--- src/rtl/dmem_arb_pkg.sv ---
// Shared types for the data-memory arbiter: FSM states, requester IDs and
// the bundled memory command.
package dmem_arb_pkg;

    typedef enum logic [1:0] {
        IDLE,
        CMD,
        WAIT,
        ACK
    } arb_state_e;

    localparam logic [1:0] OP_NONE = 2'b00;
    localparam logic       REQ_CPU = 1'b0;
    localparam logic       REQ_EXT = 1'b1;

    typedef struct packed {
        logic [31:0] addr;
        logic [31:0] wdata;
        logic [1:0]  rdop;
        logic [1:0]  wrop;
        logic        rdsign;
    } mem_cmd_t;

    // A combined read+write command is issued as a pure write.
    function automatic mem_cmd_t sanitize_cmd(input mem_cmd_t c);
        mem_cmd_t r;
        r = c;
        if (c.wrop != OP_NONE) begin
            r.rdop = OP_NONE;
        end
        return r;
    endfunction

endpackage

--- src/rtl/dmem_arb_starve.sv ---
// Grant selection with CPU priority, bounded by a starvation counter that
// forces an external-master grant after STARVE_MAX consecutive CPU grants.
module dmem_arb_starve #(
    parameter int unsigned STARVE_MAX = 4
) (
    input  logic clk,
    input  logic reset,
    input  logic cpu_req,
    input  logic ext_req,
    input  logic grant,
    input  logic gnt_id,
    output logic sel_ext
);
    import dmem_arb_pkg::*;

    localparam logic [3:0] CNT_MAX = 4'(STARVE_MAX);

    logic [3:0] starve_cnt_q;
    logic [3:0] starve_cnt_d;

    always_comb begin
        sel_ext      = ext_req && (!cpu_req || (starve_cnt_q == CNT_MAX));
        starve_cnt_d = starve_cnt_q;
        if (!ext_req) begin
            starve_cnt_d = '0;
        end else if (grant) begin
            if (gnt_id == REQ_EXT) begin
                starve_cnt_d = '0;
            end else if (starve_cnt_q != CNT_MAX) begin
                starve_cnt_d = starve_cnt_q + 4'd1;
            end
        end
    end

    always_ff @(posedge clk or negedge reset) begin
        if (!reset) begin
            starve_cnt_q <= '0;
        end else begin
            starve_cnt_q <= starve_cnt_d;
        end
    end

endmodule

--- src/rtl/dmem_arbiter.sv ---
// Two-requester arbiter (CPU MEM stage / external master) in front of the
// single data-memory port; registered one-cycle command, ack with read data.
module dmem_arbiter #(
    parameter int unsigned RD_LAT     = 1,
    parameter int unsigned STARVE_MAX = 4
) (
    input  logic        clk,
    input  logic        reset,
    input  logic        cpu_req,
    input  logic [31:0] cpu_addr,
    input  logic [31:0] cpu_wdata,
    input  logic [1:0]  cpu_rdop,
    input  logic [1:0]  cpu_wrop,
    input  logic        cpu_rdsign,
    output logic        cpu_ack,
    output logic [31:0] cpu_rdata,
    input  logic        ext_req,
    input  logic [31:0] ext_addr,
    input  logic [31:0] ext_wdata,
    input  logic [1:0]  ext_rdop,
    input  logic [1:0]  ext_wrop,
    input  logic        ext_rdsign,
    output logic        ext_ack,
    output logic [31:0] ext_rdata,
    output logic [31:0] m_addr,
    output logic [31:0] m_wdata,
    output logic [1:0]  m_rdop,
    output logic [1:0]  m_wrop,
    output logic        m_rdsign,
    input  logic [31:0] m_rdata,
    output logic        busy,
    output logic        gnt_id
);
    import dmem_arb_pkg::*;

    localparam logic [1:0] WAIT_INIT = (RD_LAT > 0) ? 2'(RD_LAT - 1) : 2'd0;

    arb_state_e  state_q, state_d;
    logic        gnt_id_q, gnt_id_d;
    mem_cmd_t    cmd_q, cmd_d;
    logic [1:0]  wait_cnt_q, wait_cnt_d;
    logic [31:0] cpu_rdata_q, cpu_rdata_d;
    logic [31:0] ext_rdata_q, ext_rdata_d;

    mem_cmd_t    cpu_cmd, ext_cmd;
    logic        grant, sel_ext, capture;
    logic [31:0] cap_data;

    assign cpu_cmd = '{addr: cpu_addr, wdata: cpu_wdata, rdop: cpu_rdop,
                       wrop: cpu_wrop, rdsign: cpu_rdsign};
    assign ext_cmd = '{addr: ext_addr, wdata: ext_wdata, rdop: ext_rdop,
                       wrop: ext_wrop, rdsign: ext_rdsign};

    dmem_arb_starve #(.STARVE_MAX(STARVE_MAX)) u_starve (
        .clk     (clk),
        .reset   (reset),
        .cpu_req (cpu_req),
        .ext_req (ext_req),
        .grant   (grant),
        .gnt_id  (gnt_id_d),
        .sel_ext (sel_ext)
    );

    always_comb begin
        state_d     = state_q;
        gnt_id_d    = gnt_id_q;
        cmd_d       = cmd_q;
        cmd_d.rdop  = OP_NONE;   // strobes live only in CMD; addr/wdata/rdsign hold
        cmd_d.wrop  = OP_NONE;
        wait_cnt_d  = wait_cnt_q;
        cpu_rdata_d = cpu_rdata_q;
        ext_rdata_d = ext_rdata_q;
        grant       = 1'b0;
        capture     = 1'b0;
        cap_data    = '0;
        case (state_q)
            IDLE: begin
                if (cpu_req || ext_req) begin
                    grant    = 1'b1;
                    gnt_id_d = sel_ext ? REQ_EXT : REQ_CPU;
                    cmd_d    = sanitize_cmd(sel_ext ? ext_cmd : cpu_cmd);
                    state_d  = CMD;
                end
            end
            CMD: begin
                if (cmd_q.rdop == OP_NONE) begin
                    capture = 1'b1;
                    state_d = ACK;
                end else if (RD_LAT == 0) begin
                    capture  = 1'b1;
                    cap_data = m_rdata;
                    state_d  = ACK;
                end else begin
                    wait_cnt_d = WAIT_INIT;
                    state_d    = WAIT;
                end
            end
            WAIT: begin
                if (wait_cnt_q == '0) begin
                    capture  = 1'b1;
                    cap_data = m_rdata;
                    state_d  = ACK;
                end else begin
                    wait_cnt_d = wait_cnt_q - 2'd1;
                end
            end
            ACK: begin
                state_d = IDLE;
            end
            default: begin
                state_d = IDLE;
            end
        endcase
        if (capture) begin
            if (gnt_id_q == REQ_EXT) begin
                ext_rdata_d = cap_data;
            end else begin
                cpu_rdata_d = cap_data;
            end
        end
    end

    always_ff @(posedge clk or negedge reset) begin
        if (!reset) begin
            state_q     <= IDLE;
            gnt_id_q    <= REQ_CPU;
            cmd_q       <= '0;
            wait_cnt_q  <= '0;
            cpu_rdata_q <= '0;
            ext_rdata_q <= '0;
        end else begin
            state_q     <= state_d;
            gnt_id_q    <= gnt_id_d;
            cmd_q       <= cmd_d;
            wait_cnt_q  <= wait_cnt_d;
            cpu_rdata_q <= cpu_rdata_d;
            ext_rdata_q <= ext_rdata_d;
        end
    end

    assign cpu_ack   = (state_q == ACK) && (gnt_id_q == REQ_CPU);
    assign ext_ack   = (state_q == ACK) && (gnt_id_q == REQ_EXT);
    assign cpu_rdata = cpu_rdata_q;
    assign ext_rdata = ext_rdata_q;
    assign m_addr    = cmd_q.addr;
    assign m_wdata   = cmd_q.wdata;
    assign m_rdop    = cmd_q.rdop;
    assign m_wrop    = cmd_q.wrop;
    assign m_rdsign  = cmd_q.rdsign;
    assign busy      = (state_q != IDLE);
    assign gnt_id    = gnt_id_q;

endmodule

--- config.mk ---
export PLATFORM = sky130hd
export DESIGN_NAME = dmem_arbiter
export DESIGN_NICKNAME = d
export VERILOG_FILES = /design/src/rtl/dmem_arb_pkg.sv /design/src/rtl/dmem_arb_starve.sv /design/src/rtl/dmem_arbiter.sv
export SDC_FILE = /design/constraint.sdc
export NUM_CORES = 1
export LEC_CHECK = 0
export ABC_CLOCK_PERIOD_IN_PS = 1800
export BUFFER_PORTS_ARGS = -buffer_cell sky130_fd_sc_hd__buf_4
export CAP_MARGIN = 20
export CORE_ASPECT_RATIO = 1.2
export CORE_MARGIN = 5
export CORE_UTILIZATION = 47
export CTS_CLUSTER_DIAMETER = 120
export DETAILED_ROUTE_END_ITERATION = 16
export GPL_ROUTABILITY_DRIVEN = 0
export MAX_ROUTING_LAYER = met4
export PLACE_DENSITY = 0.81
export SYNTH_ARGS = -nofsm -noshare
export SYNTH_HDL_FRONTEND = slang
export SYNTH_SLANG_ARGS = --single-unit
--- constraint.sdc ---
create_clock -name clk -period 1.8 [get_ports clk]
set_input_delay 0.18 -clock clk [delete_from_list [all_inputs] [get_ports clk]]
set_output_delay 0.18 -clock clk [all_outputs]
set_load 0.01 [all_outputs]
==> results of run 1 <==
-- critical path: cells and delay by family, from the launching register on --
family	cells	cell delay, ns
compound gates	2	0.33
fa+ha+maj	1	0.29
buf+inv	2	0.33
flops	1	0.40
simple gates	1	0.21
-- metal layers --
| layer | part of all wire [%] | routed length [um] |
|---|---|---|
| met5 | 0 | 0 |
| met1 | 39 | 8950 |
| met3 | 8.4 | 1910 |
| met2 | 48 | 11000 |
| met4 | 3.7 | 832 |
-- kinds of logic after synthesis --
| group | count (synthesis) | synth area share (%) |
|---|---|---|
| mux | 3 | 0.498 |
| flops | 142 | 54.4 |
| fa+ha+maj | 8 | 1.53 |
| compound gates | 152 | 22.0 |
| buf+inv | 68 | 5.40 |
| simple gates | 223 | 16.2 |
-- report_power, final --
part           leakage [nW]  internal (mW)  total [mW]  switching [mW]
clock                 0.284           2.10        3.64            1.55
combinational          2.83           3.54        7.18            3.64
sequential             1.83           4.52        5.32           0.805
total                  4.94           10.2        16.1            5.99
-- worst max path at each step --
stage | end | depth (start not counted) | from
global route | m_wdata[1]$_DFFE_PN0P_ | 6 | u_starve.starve_cnt_q[0]$_DFFE_PN0P_
detailed placement | m_wdata[28]$_DFFE_PN0P_ | 5 | state_q[0]$_DFFE_PN0P_
floorplan | state_q[1]$_DFFE_PN0P_ | 6 | state_q[0]$_DFFE_PN0P_
CTS | m_wdata[28]$_DFFE_PN0P_ | 5 | state_q[0]$_DFFE_PN0P_
finish | ext_rdata[13]$_DFFE_PN0P_ | 6 | state_q[0]$_DFFE_PN0P_
global placement | m_wdata[4]$_DFFE_PN0P_ | 5 | state_q[0]$_DFFE_PN0P_
-- placed cells by master, fill, tap and decap left out, types with 2 or more instances in the layout --
cell             n
inv_6            6
o2111ai_1        2
nand2_1        132
clkbuf_16       17
nor2_2           3
o211ai_2        42
o211ai_1        27
dlygate4sd3_1   33
buf_6            2
nand4_1         67
dfrtp_1        142
a22o_1          67
and2_1           3
ha_1             7
bufinv_16        2
nand3_1          5
o21ai_4          2
inv_1            9
nor2_1           2
a21oi_1          4
buf_4          319
clkinvlp_4       4
nor2b_1          3
buf_12          11
inv_8            3
a221o_1          2
-- sequential cells by signal, summed over array words and instances, names as in the netlist, 2 cells and up --
register and count:
m_rdop 2, ext_rdata 32, m_addr 32, state_q 2, cpu_rdata 32, m_wrop 2, u_starve.starve_cnt_q 4, m_wdata 32
wait_cnt_q 2
-- layout make-up --
| class | count | share of cell area [%] |
|---|---|---|
| flip-flops and latches | 142 | 35.4 |
| well taps | 171 | 2.13 |
| clock inverters | 15 | 1.76 |
| repair buffers | 365 | 29.6 |
| multi-input cells | 386 | 26.4 |
| inverters | 10 | 0.374 |
| clock buffers | 17 | 4.24 |
-- metrics by stage --
stage / utilization [%] / std cells
6_report: 73.2 / 1106
3_5_place_dp: 66.3 / 1041
3_3_place_gp: 66.3 / 1041
2_1_floorplan: - / 596
5_1_grt: 73.2 / 1106
4_1_cts: 73.0 / 1104
-- repair_timing --
action | 4_1_cts | 5_1_grt
gates resized for setup | 0 | 2
hold buffers | 31 | 2
hold endpoints to repair | 97 | 2
endpoints found under the setup margin | 0 | 2
==> impl_metrics.json, run 1 <==
{
  "nFillCells": 950,
  "use_met3_pct": 8.85,
  "grtUsageTotal_pct": 28.1,
  "grt_max_degree": 70,
  "n_antenna_cell": 0,
  "vdd.ir_drop.worst_mv": 0.936,
  "grt-busiest-layer": "met2",
  "fin_hold_ws_ns": 0.0253,
  "hold_path.startpoint": "ext_addr[25]",
  "io_pins": 311,
  "r2r_setup_slack_ns": 0.11,
  "multi_input_area_mm2": 0.00265,
  "dominantRegCellSynth": "dfrtp_1",
  "syn-mean-instance-area_um2": 11.0,
  "fin_area_mm2": 0.0100,
  "warning_count_from_the_yosys_run": 0,
  "postCtsSetupBuffers": 0,
  "hold-path-endpoint": "m_addr[25]$_DFFE_PN0P_",
  "cpPeakStageDelay_ns": 0.40,
  "timing.final.crit_share_pct": 93.7,
  "num-nets-final": 1104,
  "drt-vias-per-instance": 5.69,
  "design.die.area_mm2": 0.0164,
  "io_buffer_count": 310,
  "sequential_share_of_the_synthesized_area_pct": 54.4,
  "synth.most_common_cell": "dfrtp_1",
  "htree_levels": 4,
  "clock_tree_from_tritoncts": "yes",
  "ctsRootBufferMaster": "clkbuf_16",
  "worstHoldPathType": "in2reg",
  "timing.slew.headroom_pct": 59.0,
  "grt_antenna_before_repair": 0,
  "grt_overflow": 0,
  "post_dp_cell_area_mm2": 0.00909,
  "setup_viol_count_final": 0,
  "yosysUniqueCellTypes": 41,
  "cellLeakagePower_nw": 4.94,
  "synth-async-reset-ratio_pct": 100,
  "syn-instance-count": 596,
  "cp-start-kind": "flop",
  "max_freq_ghz": 0.593,
  "clock_latency_ns": 0.41,
  "grt_setup_unrepaired": "false",
  "globalRouteMet2Util_pct": 43.5,
  "route.antenna.remaining_nets": 0,
  "clock_skew_ns": 0.0125,
  "globalRouteMet1Util_pct": 34.6,
  "route.detailed.drc": 0,
  "fp.coreArea_mm2": 0.0137,
  "detailedRoute.firstIterationViolations": 695,
  "ys_ff_latch": 142,
  "criticalPathCategory": "reg2reg",
  "place_ws_ns": 0.103,
  "critPathMaxFanout": 32,
  "portion_of_synthesized_cell_area_occupied_by_the_leading_cell_type_pct": 54.4,
  "synth.largest_area_cell": "dfrtp_1",
  "post_synth_instance_area_mm2": 0.00654,
  "endpoint_kind": "flop",
  "critical_path.reg2reg.startpoint": "state_q[0]$_DFFE_PN0P_",
  "worstPathCellList": "inv_1, ha_1, and2_1, o211ai_2, buf_12, a22o_1",
  "timing.setup.tns_ns": 0,
  "wire_per_inst_um": 20.5,
  "power.density_cell_area_mw_per_mm2": 1610,
  "r2r_end": "ext_rdata[13]$_DFFE_PN0P_",
  "dr_pass1_iterations": 5,
  "initial_core_util_pct": 47.7,
  "status": "finished clean",
  "maxcap_violations": 0,
  "clockBufferDepth": 2,
  "vias": 6294,
  "die_x_um": 118,
  "netlist_top_cells_area": "dfrtp_1 54%, a22o_1 9.0%, o211ai_2 8.0%, nand2_1 7.6%, nand4_1 6.4%",
  "register_area_mm2": 0.00355,
  "worst_slew_pin_tran_ns": 0.614,
  "vias_in_the_first_global_route": 6600,
  "crit_required_ns": 2.10,
  "list_of_most_frequent_post_synthesis_cells": "142 x dfrtp_1, 132 x nand2_1, 67 x a22o_1, 67 x nand4_1, 42 x o211ai_2",
  "r2r.worst_path.cells": 6,
  "final_hold_viol_count": 0,
  "critPathSlowestCell": "dfrtp_1",
  "area_growth_pct": 53.3,
  "routed_wirelength_um": 22700,
  "p_total_mw": 16.1,
  "synth_fp_nets": 778,
  "chipHeight_um": 139,
  "post-route-min-period_ns": 1.69,
  "cts.reportedPaths.clkPinSlew_ns": 0.07,
  "tritoncts.num_buffers": 17,
  "clock-sinks": 142,
  "grt_first_pass_wirelength_um": 35900,
  "fraction_of_layout_instances_using_a_drive_strength_above_1_pct": 44.6,
  "number_of_enable_type_register_cells_in_the_synthesized_netlist": 0,
  "final-max-slew-violation-count": 0,
  "worst_hold_path.num_cells": 3,
  "rows": 47,
  "worst-endpoint-arrival_ns": 1.98,
  "final_critical_path_setup_slack_ns": 0.113,
  "detailed_place_hpwl_um": 15500
}
Note: power is estimated with default switching activity, not from simulation.
==> inputs of run 2 (changes only) <==
Settings changed: REMOVE_ABC_BUFFERS from default to 1.
==> run 2 against run 1 <==
Against the previous run:
- critical path depth is 1 higher
- final cell count hardly changed
- global-route usage is 0.48 points higher
- setup slack worse by 0.035 ns
- clock power is 4% lower
- critical endpoint is now m_addr[20]$_DFFE_PN0P_
- largest cell class unchanged
- largest power group unchanged
==> impl_metrics.json, run 2 (synthesis gave the netlist of run 1 again) <==
{
  "status": "finished clean",
  "critPathSlowestCell": "dfrtp_1",
  "fraction_of_layout_instances_using_a_drive_strength_above_1_pct": 45.3,
  "dr_pass1_iterations": 4,
  "layout.cells.most_common_list": "320 x buf_4, 142 x dfrtp_1, 132 x nand2_1",
  "r2r_setup_slack_ns": 0.08,
  "grt_antenna_before_repair": 0,
  "ctsRootBufferMaster": "clkbuf_16",
  "numPlacedInstances": 1044,
  "grt_first_pass_wirelength_um": 36500,
  "worstHoldPathType": "in2reg",
  "final_hold_viol_count": 0,
  "drt-vias-per-instance": 5.81,
  "clockBufferDepth": 2,
  "routed_wirelength_um": 23400,
  "register_area_mm2": 0.00355,
  "cts.reportedPaths.clkPinSlew_ns": 0.06,
  "rows": 47,
  "grt_max_degree": 52,
  "worst_slew_pin_tran_ns": 0.695,
  "setup_viol_count_final": 0,
  "n_antenna_cell": 0,
  "place_ws_ns": 0.0586,
  "kind_of_cell_adding_the_most_delay_to_the_critical_path": "buffers and inverters",
  "clock_tree_from_tritoncts": "yes",
  "startpoint": "u_starve.starve_cnt_q[0]$_DFFE_PN0P_",
  "power.switching_mw": 5.97,
  "fin_hold_ws_ns": 0.0205,
  "route.detailed.drc": 0,
  "multi_input_area_mm2": 0.00266,
  "critical_path.n_buffers_inverters": 3,
  "vias_in_the_first_global_route": 6602,
  "timing.slew.headroom_pct": 53.5,
  "io_pins": 311,
  "clock_latency_ns": 0.42,
  "nFillCells": 946,
  "vdd.ir_drop.worst_mv": 1.02,
  "post-route-min-period_ns": 1.72,
  "grtUsageTotal_pct": 28.6,
  "endpoint_kind": "flop",
  "layout.cells.non_filler": 1107,
  "vias": 6431,
  "critical_path.reg2reg.startpoint": "u_starve.starve_cnt_q[0]$_DFFE_PN0P_",
  "maxcap_violations": 0,
  "detailedRoute.firstIterationViolations": 525,
  "clock_skew_ns": 0.00853,
  "max_freq_ghz": 0.581,
  "critPathMaxFanout": 22,
  "htree_levels": 4,
  "route.antenna.remaining_nets": 0,
  "cp-endpoint": "m_addr[20]$_DFFE_PN0P_",
  "num-nets-final": 1105,
  "share_clk_of_total_power_pct": 21.6,
  "p_comb_share_pct": 45.6,
  "design.die.area_mm2": 0.0164,
  "final_critical_path_setup_slack_ns": 0.0775,
  "final-max-slew-violation-count": 0,
  "r2r_end": "m_addr[20]$_DFFE_PN0P_",
  "share_seq_of_total_power_pct": 32.8,
  "fp.coreArea_mm2": 0.0137,
  "critical_path_cell_count": 7,
  "worstPathCellList": "inv_1, ha_2, and3b_2, o21ai_4, buf_12, clkbuf_16, o211ai_2",
  "wire_per_inst_um": 21.2,
  "die_x_um": 118,
  "timing.final.crit_share_pct": 95.7,
  "cpPeakStageDelay_ns": 0.40,
  "sw_frac_of_total_pct": 36.7,
  "io_buffer_count": 310,
  "tritoncts.num_buffers": 17,
  "grt_setup_unrepaired": "false",
  "detailed_place_hpwl_um": 15900,
  "chipHeight_um": 139,
  "power_internal_mw": 10.3,
  "r2r.worst_path.cells": 7,
  "clock-sinks": 142,
  "grt_overflow": 0,
  "worst-endpoint-arrival_ns": 2.02,
  "initial_core_util_pct": 47.7,
  "criticalPathCategory": "reg2reg",
  "area_growth_pct": 54.2,
  "timing.setup.tns_ns": 0,
  "mostFrequentLayoutCell": "buf_4",
  "crit_required_ns": 2.10,
  "cellLeakagePower_nw": 4.96,
  "power.density_cell_area_mw_per_mm2": 1620,
  "cp-start-kind": "flop"
}
-- run 2: cell types whose count changed in the layout (fill, tap and decap cells not counted), moves of 2 or more --
cell,delta
clkinv_4,+2
dlygate4sd3_1,-4
inv_8,-3
buf_12,+3
clkinv_2,+2
inv_6,-4
clkbuf_8,+2
-- run 2: through the flow --
| stage | power [mW] | instance area [um^2] | utilization, % |
|---|---|---|---|
| global route | 17.2 | 10100 | 73.6 |
| finish | 16.3 | 10100 | 73.6 |
| detailed placement | 12.6 | 9130 | 66.7 |
| global placement | 12.4 | 9130 | 66.7 |
| CTS | 16.3 | 10000 | 73.1 |
| floorplan | 8.64 | 6220 | - |
-- run 2: worst min-delay path by stage --
stage	from	end	slack, ns	cells after the start
final	m_rdata[22]	cpu_rdata[22]$_DFFE_PN0P_	0.02	2
after detailed placement	reset	cpu_rdata[16]$_DFFE_PN0P_	0.15	1
after global placement	reset	cpu_rdata[12]$_DFFE_PN0P_	0.14	1
after CTS	m_rdata[22]	ext_rdata[22]$_DFFE_PN0P_	0.003	2
after global routing	m_rdata[9]	ext_rdata[9]$_DFFE_PN0P_	0.01	2
after floorplan	reset	cpu_rdata[0]$_DFFE_PN0P_	-0.12	0
-- run 2: what timing repair did --
item	CTS	global route
resized for setup	0	6
endpoints found under the hold margin	93	0
hold buffers	29	0
endpoints found under the setup margin	0	26
setup buffers	0	1
-- run 2: power by group through the flow --
stage,Clock [mW],Sequential [mW],Combinational (mW)
floorplan,0,5.82,2.82
global placement,0,5.31,7.14
detailed placement,0,5.33,7.28
CTS,3.56,5.31,7.39
global route,3.71,5.49,8.00
finish,3.51,5.34,7.42
-- run 2: area by class of cell --
| type | instances | area share [%] |
|---|---|---|
| multi-input cells | 386 | 26.4 |
| flip-flops and latches | 142 | 35.2 |
| inverters | 10 | 0.372 |
| repair buffers | 366 | 30.0 |
| clock inverters | 12 | 1.34 |
| well taps | 171 | 2.12 |
| clock buffers | 20 | 4.53 |
-- run 2: worst reg2reg max path, delay by kind of cell (launching register included) --
family	cells	cell delay, ns
compound gates	2	0.33
fa+ha+maj	1	0.18
buf+inv	3	0.42
flops	1	0.40
simple gates	1	0.28
-- run 2: metal layers --
layer  global-route usage, %  vias up  share of wire [%]
li1                        -     2857                  -
met3                    8.53       50                9.2
met4                    9.96        0                3.1
met1                    35.7     3177                 39
met5                       -        -                  0
met2                    44.5      347                 49
